## config.mk

```make
export PLATFORM = sky130hd
export DESIGN_NAME = vmx_job_sequencer
export DESIGN_NICKNAME = d
export VERILOG_FILES = /design/src/rtl/vmx_seq_pkg.sv /design/src/rtl/vmx_desc_fifo.sv /design/src/rtl/vmx_job_sequencer.sv
export SDC_FILE = /design/constraint.sdc
export NUM_CORES = 1
export LEC_CHECK = 0
export CORE_MARGIN = 1.5
export CORE_UTILIZATION = 43
export CTS_CLUSTER_SIZE = 25
export DETAILED_ROUTE_END_ITERATION = 8
export PLACE_DENSITY = 0.68
export SYNTH_ARGS = -nofsm -noshare
export SYNTH_HDL_FRONTEND = slang
export SYNTH_SLANG_ARGS = --single-unit
```

## constraint.sdc

```tcl
create_clock -name clk -period 4.2 [get_ports clk]
set_input_delay 0.42 -clock clk [delete_from_list [all_inputs] [get_ports clk]]
set_output_delay 0.42 -clock clk [all_outputs]
set_load 0.02 [all_outputs]
```

## src/rtl/vmx_seq_pkg.sv

```systemverilog
// Shared definitions for the VMX job sequencer: FSM states, control-word
// bit positions and the wrapper state-flag decode.
package vmx_seq_pkg;

  typedef enum logic [2:0] {
    IDLE,
    ISSUE,
    WAIT_START,
    RUN,
    ABORT
  } state_t;

  localparam int unsigned CTRL_CLR_BIT   = 0;
  localparam int unsigned CTRL_START_BIT = 1;
  localparam int unsigned FLAG_STATE_MSB = 2;

  // Wrapper reports idle as an all-zero state field.
  function automatic logic flag_active(input logic [FLAG_STATE_MSB:0] st);
    return |st;
  endfunction

endpackage

```

## src/rtl/vmx_desc_fifo.sv

```systemverilog
// Synchronous descriptor FIFO with occupancy level and a flush that wins
// over any same-cycle push or pop.
module vmx_desc_fifo #(
  parameter int unsigned DATA_W = 16,
  parameter int unsigned DEPTH  = 4
) (
  input  logic                     clk,
  input  logic                     rst_n,
  input  logic                     flush,
  input  logic                     push,
  input  logic [DATA_W-1:0]        push_data,
  input  logic                     pop,
  output logic [DATA_W-1:0]        head,
  output logic [$clog2(DEPTH):0]   level,
  output logic                     full,
  output logic                     empty
);

  localparam int unsigned PTR_W = $clog2(DEPTH);
  localparam int unsigned LVL_W = PTR_W + 1;

  logic [DATA_W-1:0] mem [DEPTH];
  logic [PTR_W-1:0]  wr_ptr;
  logic [PTR_W-1:0]  rd_ptr;
  logic              do_push;
  logic              do_pop;

  assign full    = (level == LVL_W'(DEPTH));
  assign empty   = (level == '0);
  assign do_push = push && !full && !flush;
  assign do_pop  = pop && !empty && !flush;
  assign head    = mem[rd_ptr];

  always_ff @(posedge clk or negedge rst_n) begin
    if (!rst_n) begin
      wr_ptr <= '0;
      rd_ptr <= '0;
      level  <= '0;
    end else if (flush) begin
      wr_ptr <= '0;
      rd_ptr <= '0;
      level  <= '0;
    end else begin
      if (do_push) wr_ptr <= wr_ptr + PTR_W'(1);
      if (do_pop)  rd_ptr <= rd_ptr + PTR_W'(1);
      case ({do_push, do_pop})
        2'b10:   level <= level + LVL_W'(1);
        2'b01:   level <= level - LVL_W'(1);
        default: level <= level;
      endcase
    end
  end

  always_ff @(posedge clk) begin
    if (do_push) mem[wr_ptr] <= push_data;
  end

endmodule

```

## src/rtl/vmx_job_sequencer.sv

```systemverilog
// Job scheduler in front of the VMX matrix-multiply wrapper: queues
// descriptors, issues start pulses, watches for completion or a hung job.
module vmx_job_sequencer
  import vmx_seq_pkg::*;
#(
  parameter int unsigned ADDR_W         = 8,
  parameter int unsigned FIFO_DEPTH     = 4,
  parameter int unsigned TIMEOUT_CYCLES = 1024,
  parameter int unsigned CNT_W          = 16
) (
  input  logic                          clk,
  input  logic                          rst_n,
  input  logic                          enable,
  input  logic                          soft_clear,
  input  logic                          desc_valid,
  output logic                          desc_ready,
  input  logic [ADDR_W-1:0]             desc_rbase,
  input  logic [ADDR_W-1:0]             desc_wbase,
  output logic [ADDR_W-1:0]             vmx_rbase,
  output logic [ADDR_W-1:0]             vmx_wbase,
  output logic [31:0]                   vmx_ctrl,
  input  logic [31:0]                   vmx_flag,
  output logic                          busy,
  output logic [$clog2(FIFO_DEPTH):0]   fifo_level,
  output logic [CNT_W-1:0]              jobs_done,
  output logic                          done_pulse,
  output logic                          timeout_err
);

  localparam int unsigned WD_W = $clog2(TIMEOUT_CYCLES) + 1;
  // Compared against the pre-increment value so ABORT lands exactly
  // TIMEOUT_CYCLES cycles after the ISSUE cycle.
  localparam logic [WD_W-1:0] WD_LAST = WD_W'(TIMEOUT_CYCLES - 2);

  state_t              state;
  state_t              next_state;
  logic                pop;
  logic                job_done;
  logic                timeout;
  logic                wd_expire;
  logic                flag_busy;
  logic                fifo_full;
  logic                fifo_empty;
  logic [2*ADDR_W-1:0] head;
  logic [WD_W-1:0]     wdog;
  logic [31:0]         ctrl_next;
  logic                unused_flag_hi;

  vmx_desc_fifo #(
    .DATA_W (2 * ADDR_W),
    .DEPTH  (FIFO_DEPTH)
  ) u_fifo (
    .clk       (clk),
    .rst_n     (rst_n),
    .flush     (soft_clear),
    .push      (desc_valid),
    .push_data ({desc_rbase, desc_wbase}),
    .pop       (pop),
    .head      (head),
    .level     (fifo_level),
    .full      (fifo_full),
    .empty     (fifo_empty)
  );

  assign desc_ready     = !fifo_full;
  assign busy           = (state != IDLE);
  assign wd_expire      = (wdog == WD_LAST);
  assign flag_busy      = flag_active(vmx_flag[FLAG_STATE_MSB:0]);
  assign unused_flag_hi = ^vmx_flag[31:FLAG_STATE_MSB+1];

  always_comb begin
    next_state = state;
    pop        = 1'b0;
    job_done   = 1'b0;
    timeout    = 1'b0;
    case (state)
      IDLE: begin
        if (enable && !fifo_empty) begin
          pop        = 1'b1;
          next_state = ISSUE;
        end
      end
      ISSUE:      next_state = WAIT_START;
      WAIT_START: begin
        if (wd_expire) begin
          timeout    = 1'b1;
          next_state = ABORT;
        end else if (flag_busy) begin
          next_state = RUN;
        end
      end
      RUN: begin
        if (wd_expire) begin
          timeout    = 1'b1;
          next_state = ABORT;
        end else if (!flag_busy) begin
          job_done   = 1'b1;
          next_state = IDLE;
        end
      end
      ABORT:      next_state = IDLE;
      default:    next_state = IDLE;
    endcase
    // soft_clear overrides everything, including a same-cycle timeout.
    if (soft_clear) begin
      pop        = 1'b0;
      job_done   = 1'b0;
      timeout    = 1'b0;
      next_state = (state == IDLE) ? IDLE : ABORT;
    end
  end

  always_comb begin
    ctrl_next = '0;
    ctrl_next[CTRL_START_BIT] = (next_state == ISSUE);
    ctrl_next[CTRL_CLR_BIT]   = (next_state == ABORT);
  end

  always_ff @(posedge clk or negedge rst_n) begin
    if (!rst_n) begin
      state       <= IDLE;
      wdog        <= '0;
      vmx_rbase   <= '0;
      vmx_wbase   <= '0;
      vmx_ctrl    <= '0;
      jobs_done   <= '0;
      done_pulse  <= 1'b0;
      timeout_err <= 1'b0;
    end else begin
      state      <= next_state;
      vmx_ctrl   <= ctrl_next;
      done_pulse <= job_done;
      if (pop) {vmx_rbase, vmx_wbase} <= head;
      if (state == ISSUE)
        wdog <= '0;
      else if (state == WAIT_START || state == RUN)
        wdog <= wdog + WD_W'(1);
      if (soft_clear) begin
        jobs_done   <= '0;
        timeout_err <= 1'b0;
      end else begin
        if (job_done && jobs_done != '1) jobs_done <= jobs_done + CNT_W'(1);
        if (timeout) timeout_err <= 1'b1;
      end
    end
  end

endmodule

```

==> flow_metrics.tcl, run 1 <==
set metrics [dict create \
    outcome "finished clean" \
    period_share 0.6306 \
    diodes 0 \
    p_total_mw 3.945 \
    worstPathRequired_ps 4480 \
    critPathLaunchType "register" \
    dieHeight_um 115.1 \
    dr.pass1.iters 4 \
    antenna_found_initial 0 \
    r2r-end "u_fifo.level[2]$_DFFE_PN0P_" \
    postSynthCellCount 381 \
    synth.distinct_cells 49 \
    synthSimpleGateAreaFrac 0.1225 \
    synthFlopType "edfxtp_1" \
    r2r-start "state[2]$_DFF_PN0_" \
    rsz0062_at_grt "no" \
    grt_util_all_layers 0.1708 \
    max-vdd-ir-drop_mv 0.3655 \
    p_int_mw 2.794 \
    rows 40 \
    clockRootBuffer "clkbuf_16" \
    multiInputGateArea_um2 1836 \
    area_growth_pct 23.71 \
    grt_max_degree 42 \
    p_switching_mw 1.151 \
    synth_edf_count 64 \
    cp_max_fo 11 \
    combPwrFrac 0.243 \
    io_buffers 64 \
    ios 124 \
    min_path_type "input pin to asynchronous set/reset pin" \
    synth_adder_area_share 0.01992 \
    clock-sinks 121 \
    synthTopCellsByCount "edfxtp_1, dfrtp_1, buf_4, nor2_1, mux2_2" \
    vias 3185 \
    synth_compound_area_frac 0.03242 \
    design_area_um2 6684 \
    crit_type "register to register" \
    synth_top_cell_area_share 0.3557 \
    hold_viol_final 0 \
    relSlewSlack 0.3006 \
    initial_utilization 0.4461 \
    clock.fmax_ghz 0.3776 \
    fillCellCount 1022 \
    synth.yosys.seq_area_share 0.6197 \
    avgSynthCellArea_um2 14.18 \
    die_w_um 115.1 \
    powerDensity_nw_per_um2 590.2 \
    cts_tree "built" \
    die_area_um2 13250 \
    p_leak_nw 2.549 \
    drtIter0Drc 169 \
    drc_errors 0 \
    clkPwrFrac 0.363 \
    yosysTopAreaCell "edfxtp_1" \
    hold_buffers 1 \
    swShare 0.2918 \
    cts_resized 0 \
    cts_made_buffers 17 \
    critPathCaptureType "register" \
    grt_pass1_wl_um 16750 \
    drive_above_1_share 0.1863 \
    synth.area.top_cells "edfxtp_1, dfrtp_1, mux4_2" \
    post_cts_buffers 0 \
    clockBufferDepth 2 \
    rrSetupSlack_ps 1550 \
    place_area_um2 6082 \
    synthArstFlopShare 0.4711 \
    ant_nets 0 \
    seqCellArea_um2 3348 \
    synthXorXnorAreaFrac 0.02594 \
    synth-seq-cells 121 \
    place.gp.congestion 0.7926 \
    dpl.hpwl_um 6425 \
    yosys_warnings 0 \
    finalSetupViolations 0 \
    layout.nets 515 \
    first_global_vias 3247 \
    clkLatencyLatePin_ps 420 \
    finalSetupTns_ps 0 \
    clk_pin_slew_ps 60 \
    synth_top_family_by_area "simple AND/OR/NAND/NOR gates" \
    synth_area_um2 5403 \
    p_seq_frac 0.394 \
    fin_skew_ps 10.33 \
    cts_max_level 4 \
    synth.area.mux_share 0.1176 \
    cp.arrival_ps 2930 \
    worstMarginPinSlew_ps 1047 \
    gr-total-overflow 0 \
    finalMaxSlewViolations 0 \
    yosysMostFrequentCell "edfxtp_1" \
    vias_per_cell 5.016 \
    wirelength_um 10010 \
    worst_r2r_path_depth 9 \
    maxCapViolCount 0 \
    routedWlPerCell_um 15.77 \
    core_area_um2 12110 \
    period_minus_slack_ps 2649 \
]
## through the flow
step	hold slack, ps	cells	util	setup slack [ps]
2_1_floorplan	124.4	410	-	1467
3_3_place_gp	381.2	602	0.5022	1388
3_5_place_dp	383.1	602	0.5022	1299
4_1_cts	475.4	635	0.5519	1525
5_1_grt	515.8	635	0.5519	1390
6_report	480.5	635	0.5519	1551
## state kept, by name, indices dropped and copies added, names as in the netlist
signal and flops:
state 3, jobs_done 16, done_pulse 1, u_fifo.wr_ptr 2, vmx_ctrl 2, u_fifo.level 3
vmx_wbase 8, u_fifo.rd_ptr 2, wdog 11, u_fifo.mem 64, timeout_err 1, vmx_rbase 8
## worst max path at each step
stage / startpoint / endpoint / slack [ps]
2_1_floorplan: u_fifo.level[0]$_DFFE_PN0P_ / u_fifo.level[2]$_DFFE_PN0P_ / 1470
3_3_place_gp: enable / u_fifo.level[2]$_DFFE_PN0P_ / 1390
3_5_place_dp: enable / u_fifo.level[2]$_DFFE_PN0P_ / 1300
4_1_cts: state[2]$_DFF_PN0_ / u_fifo.level[2]$_DFFE_PN0P_ / 1530
5_1_grt: state[2]$_DFF_PN0_ / u_fifo.level[2]$_DFFE_PN0P_ / 1390
6_report: state[2]$_DFF_PN0_ / u_fifo.level[2]$_DFFE_PN0P_ / 1550
## layer usage
metal | global-route usage | up-vias | routed length [um]
li1 | - | 1486 | -
met1 | 0.2135 | 1594 | 4354
met2 | 0.2774 | 92 | 5067
met3 | 0.05535 | 13 | 465
met4 | 0.06831 | 0 | 126
met5 | 0 | - | 0
## cell usage in the layout, fill, tap and decap left out, types with 5 or more instances in the layout
cell              n
a21oi_1          10
and2_1            5
clkbuf_16        17
clkdlybuf4s50_1  63
conb_1           30
dfrtp_1          57
edfxtp_1         64
ha_1              7
inv_1             6
mux2_2           20
mux2i_1           5
mux4_2           16
nand2_1          14
nand2b_1          5
nand3_1          13
nand4_1           7
nor2_1           31
nor3_1            8
nor4_1            5
o21ai_0           9
xnor2_1           8
xor2_1            8
## critical path: stages (launching register included)
cell,delay (ps)
dfrtp_1,510
nor4b_2,500
o21a_1,320
nor2b_2,200
and2_1,160
fa_1,260
nor3_1,80
a22o_1,200
a22oi_1,180
a21oi_1,80
## cell type report
class                      instances  area share
timing repair buffer              69      0.1011
clock buffer                      17     0.06365
multi-input combinational        239      0.2746
sequential                       121      0.5009
tap                              168     0.03145
inverter                           6    0.003370
clock inverter                    15     0.02490
## power groups by stage
stage          Sequential, mW  Clock, mW  Combinational, mW
3_5_place_dp             1.58          0              0.965
2_1_floorplan            1.64          0              0.554
3_3_place_gp             1.57          0              0.944
6_report                 1.56       1.43              0.957
4_1_cts                  1.56       1.47              0.973
5_1_grt                  1.58       1.52               1.04
## logic make-up after synthesis
group                      after synthesis
AOI/OAI and AO/OA                       29
buffers and inverters                   50
muxes                                   41
adders and majority gates                8
xor gates and xnor gates                16
DFF                                    121
other                                    1
and+or+nand+nor                        115
No activity file was read; power rests on OpenSTA's default activity.
==> run 2: changes to the inputs <==
Clock period 4.2 ns to 2.7 ns, I/O delays scaled along.
==> flow_metrics.tcl, run 2 (synthesis results as in run 1) <==
set metrics [dict create \
    die_area_um2 13250 \
    initial_utilization 0.4461 \
    dr_wl_met3_um 534 \
    ant_nets 0 \
    vias_per_cell 5.082 \
    clockBufferDepth 2 \
    finalMaxSlewViolations 0 \
    p_leak_nw 2.596 \
    outcome "complete, but fails checks" \
    first_global_vias 3328 \
    antenna_found_initial 0 \
    cp_max_fo 5 \
    routedWlPerCell_um 15.54 \
    fin_skew_ps 8.636 \
    period_minus_slack_ps 2445 \
    grt_util_all_layers 0.1690 \
    highest_layer "met4" \
    p_seq_frac 0.394 \
    finalSetupTns_ps 0 \
    place_area_um2 6186 \
    clk_pin_slew_ps 60 \
    combPwrFrac 0.256 \
    powerDensity_nw_per_um2 902.4 \
    dpl.hpwl_um 6516 \
    clkLatencyLatePin_ps 410 \
    grt_pass1_wl_um 16680 \
    violations "hold timing" \
    area_growth_pct 25.03 \
    worstMarginPinSlew_ps 863.3 \
    p_switching_mw 1.794 \
    die_w_um 115.1 \
    clock.fmax_ghz 0.4090 \
    cp.arrival_ps 2770 \
    cts_max_level 4 \
    dr.pass1.iters 4 \
    io_buffers 64 \
    worstPathRequired_ps 3030 \
    hold_ws_ps -19.42 \
    hold_buffers 0 \
    rsz0062_at_grt "no" \
    crit_type "register to register" \
    cts_made_buffers 17 \
    critPathCaptureType "register" \
    core_area_um2 12110 \
    gr-total-overflow 0 \
    crit_path_start "u_fifo.level[0]$_DFFE_PN0P_" \
    max-vdd-ir-drop_mv 0.5249 \
    swShare 0.2942 \
    rows 40 \
    cts_tree "built" \
    dieHeight_um 115.1 \
    largest_reg_flops 64 \
    reg_top3 "u_fifo.mem x64, jobs_done x16, wdog x11" \
    regMostFlops "u_fifo.mem" \
    critPathLaunchType "register" \
    met2_length_um 5099 \
    clock-sinks 121 \
    maxCapViolCount 0 \
    hold_viol_final 33 \
    final_util 0.5577 \
    period_share 0.9056 \
    drive_above_1_share 0.2092 \
    drtIter0Drc 237 \
    final_common_cell "edfxtp_1" \
    design_area_um2 6755 \
    place.gp.congestion 0.7691 \
    p_int_mw 4.302 \
    m1WireLength_um 4262 \
    diodes 0 \
    finalSetupViolations 0 \
    clkPwrFrac 0.350 \
    layout.nets 526 \
    wirelength_um 10040 \
    final_cell_mix "edfxtp_1, clkdlybuf4s50_1, dfrtp_1" \
    min_path_type "input pin to asynchronous set/reset pin" \
    vias 3283 \
    r2r-start "u_fifo.level[0]$_DFFE_PN0P_" \
    ios 124 \
    drc_errors 0 \
    grt_max_degree 36 \
    relSlewSlack 0.4245 \
    clockRootBuffer "clkbuf_16" \
    cts_resized 0 \
    post_cts_buffers 0 \
]
## run 2: final cells by class
type | instances | area [um^2]
fill | 1004 | 5356
sequential | 121 | 3349
multi-input combinational | 239 | 1836
timing repair buffer | 80 | 768.2
clock buffer | 17 | 425.4
tap | 168 | 210.2
clock inverter | 15 | 143.9
inverter | 6 | 22.52
## run 2: per-stage QoR
step | setup slack (ps) | cells | total power, mW
floorplan | 0.1776 | 410 | 3.412
global placement | 251.0 | 614 | 3.982
detailed placement | 189.1 | 614 | 4.022
CTS | 250.4 | 646 | 6.168
global route | 69.60 | 646 | 6.399
finish | 255.0 | 646 | 6.096
## run 2: worst paths after layout
path,end,slack [ps],cells after the start
max reg2reg,u_fifo.level[2]$_DFFE_PN0P_,250,9
min,done_pulse$_DFF_PN0_,-20,1
max,u_fifo.level[2]$_DFFE_PN0P_,250,9
min reg2reg,vmx_wbase[4]$_DFFE_PN0N_,500,1
max in group asynchronous,wdog[5]$_DFFE_PN0P_,2010,2
min in group clk,u_fifo.mem[0][10]$_DFFE_PP_,500,1
## run 2: power by group through the flow
stage               Combinational (mW)  Clock, mW  Sequential, mW
floorplan                        0.862          0            2.55
global placement                  1.55          0            2.43
detailed placement                1.58          0            2.45
CTS                               1.59       2.17            2.41
global route                      1.69       2.26            2.45
finish                            1.56       2.13            2.40
## run 2: per-layer routing
| metal | up-vias | global-route usage |
|---|---|---|
| li1 | 1507 | - |
| met1 | 1655 | 0.2133 |
| met2 | 109 | 0.2710 |
| met3 | 12 | 0.05166 |
| met4 | 0 | 0.07490 |
| met5 | - | 0 |
## run 2: critical path, cell delays in order (launching register included)
cell,delay [ps]
dfrtp_2,440
or2_2,340
o21a_1,190
nor2b_2,150
and2_1,180
fa_1,440
nor3_1,230
a22o_1,160
a22oi_1,80
a21oi_1,160
==> run 3: changes to the inputs <==
Settings changed: ABC_AREA from default to 1, PLACE_DENSITY 0.68 to 0.7.
Clock period 2.7 ns to 2.2 ns, I/O delays scaled along.
==> flow_metrics.tcl, run 3 <==
set metrics [dict create \
    worst_r2r_path_depth 13 \
    setup_ws_ps 262.0 \
    finalSetupTns_ps 0 \
    antenna_found_initial 0 \
    max-vdd-ir-drop_mv 0.7559 \
    grt_max_degree 35 \
    clock.fmax_ghz 0.5160 \
    synthTopCellsByCount "nand2_1, nor2_1, edfxtp_1, dfrtp_1, o21ai_0" \
    diodes 0 \
    die_area_um2 13990 \
    drc_errors 0 \
    drtIter0Drc 370 \
    p_leak_nw 2.994 \
    synthFlopType "edfxtp_1" \
    routedWlPerCell_um 13.75 \
    final_util 0.5519 \
    synth.distinct_cells 36 \
    final_cells 855 \
    wirelength_um 11750 \
    hold_ws_ps 346.6 \
    reg_top3 "u_fifo.mem x64, jobs_done x16, wdog x11" \
    initial_utilization 0.4474 \
    synthXorXnorAreaFrac 0.006131 \
    place.gp.congestion 0.8407 \
    dr.pass1.iters 4 \
    synth_top_family_by_area "simple AND/OR/NAND/NOR gates" \
    largest_reg_flops 64 \
    fillCellCount 1099 \
    synth-seq-cells 121 \
    final_common_cell "nand2_1" \
    synth_adder_area_share 0.01883 \
    place_area_um2 6470 \
    avgSynthCellArea_um2 9.685 \
    clock-sinks 121 \
    grt_util_all_layers 0.1759 \
    gr-total-overflow 0 \
    first_global_vias 4156 \
    yosysMostFrequentCell "nand2_1" \
    dieHeight_um 118.3 \
    maxCapViolCount 0 \
    synth_top_cell_area_share 0.3363 \
    rsz0062_at_grt "no" \
    area_growth_pct 23.36 \
    drive_above_1_share 0.1054 \
    cp_max_fo 5 \
    vias_per_cell 5.043 \
    clk_pin_slew_ps 60 \
    ant_nets 0 \
    rows 41 \
    ios 124 \
    grt_pass1_wl_um 19590 \
    dp_cells 822 \
    period_share 0.8809 \
    synth_edf_count 64 \
    layout.nets 731 \
    regMostFlops "u_fifo.mem" \
    io_buffers 64 \
    critPathCaptureType "register" \
    finalSetupViolations 0 \
    design_area_um2 7049 \
    synth_compound_area_frac 0.07182 \
    post-place-ws_ps 260.5 \
    worstMarginPinSlew_ps 589.6 \
    dpl.hpwl_um 7637 \
    synth.area.mux_share 0 \
    yosysTopAreaCell "edfxtp_1" \
    final_cell_mix "nand2_1, nor2_1, edfxtp_1" \
    clockRootBuffer "clkbuf_16" \
    worstPathRequired_ps 2510 \
    period_minus_slack_ps 1938 \
    synth.yosys.seq_area_share 0.5859 \
    cts_made_buffers 17 \
    relSlewSlack 0.6069 \
    critPathLaunchType "register" \
    min_path_type "input pin to asynchronous set/reset pin" \
    core_area_um2 12770 \
    powerDensity_nw_per_um2 966.3 \
    p_total_mw 6.812 \
    clkLatencyLatePin_ps 410 \
    synth_area_um2 5714 \
    postSynthCellCount 590 \
    clockBufferDepth 2 \
    finalMaxSlewViolations 0 \
    cp.arrival_ps 2250 \
    yosys_warnings 0 \
    cts_tree "built" \
    die_w_um 118.3 \
    vias 4312 \
    hold_viol_final 0 \
    outcome "finished clean" \
    synth.area.top_cells "edfxtp_1, dfrtp_1, nand2_1" \
    synthArstFlopShare 0.4711 \
    synthSimpleGateAreaFrac 0.2284 \
    crit_type "register to register" \
    fin_skew_ps 15.52 \
    cts_max_level 4 \
]
## run 3: cell count changes in the layout (fill, tap and decap cells not counted), moves of 6 or more
cell / previous run / this run
nand3_1: 13 / 40
o22ai_1: 0 / 18
o21ai_0: 9 / 44
xor2_1: 8 / 1
nand4_1: 7 / 21
mux4_2: 16 / 0
mux2_2: 20 / 0
inv_1: 6 / 41
nor3_1: 8 / 2
nand2_1: 14 / 134
nor2_1: 31 / 67
## run 3: final cells by class
cell class	count	area, um^2	area share
multi-input combinational	404	1971	0.2796
sequential	121	3348	0.4750
tap	172	215.2	0.03053
clock buffer	17	425.4	0.06035
clock inverter	15	143.9	0.02041
timing repair buffer	80	770.7	0.1093
inverter	46	175.2	0.02485
## run 3: path summary, 6_finish.rpt
path / end / start / slack (ps)
min reg2reg: vmx_wbase[2]$_DFFE_PN0N_ / vmx_wbase[2]$_DFFE_PN0N_ / 490
max: u_fifo.level[2]$_DFFE_PN0P_ / u_fifo.level[0]$_DFFE_PN0P_ / 260
min in group clk: u_fifo.mem[3][11]$_DFFE_PP_ / desc_rbase[3] / 440
max reg2reg: u_fifo.level[2]$_DFFE_PN0P_ / u_fifo.level[0]$_DFFE_PN0P_ / 260
min: u_fifo.level[2]$_DFFE_PN0P_ / rst_n / 350
max in group asynchronous: vmx_ctrl[1]$_DFF_PN0_ / rst_n / 1260
## run 3: cells by family after synthesis
family | Yosys count
simple gates | 287
flops | 121
buf+inv | 94
compound gates | 75
fa+ha+maj | 8
xor+xnor | 4
other cells | 1
## run 3: worst max-delay path, cell delays in order (launching register included)
cell	delay, ps
dfrtp_1	440
nor2_1	160
nand2_1	90
nand2_1	100
nor2_4	50
nand2_1	80
inv_1	50
fa_1	370
xnor2_1	220
inv_1	60
nand2_1	60
nand2_1	50
nand2_1	60
nand2_1	50
## run 3: what timing repair did
| item | in CTS | in global routing |
|---|---|---|
| setup buffers | 0 | 0 |
| gates resized for setup | 0 | 0 |
| endpoints found under the hold margin | 23 | 0 |
| hold buffers | 1 | 0 |
## run 3: power by group
part           internal [mW]  total, mW  switching (mW)
Sequential              2.63       2.80           0.167
Combinational          0.554       1.36           0.809
Clock                   1.58       2.65            1.07
## run 3: routing by layer
layer / share of wire / track usage
met5: 0 / 0
met4: 0.0050 / 0.05564
met2: 0.51 / 0.2972
met3: 0.044 / 0.05309
met1: 0.44 / 0.2158
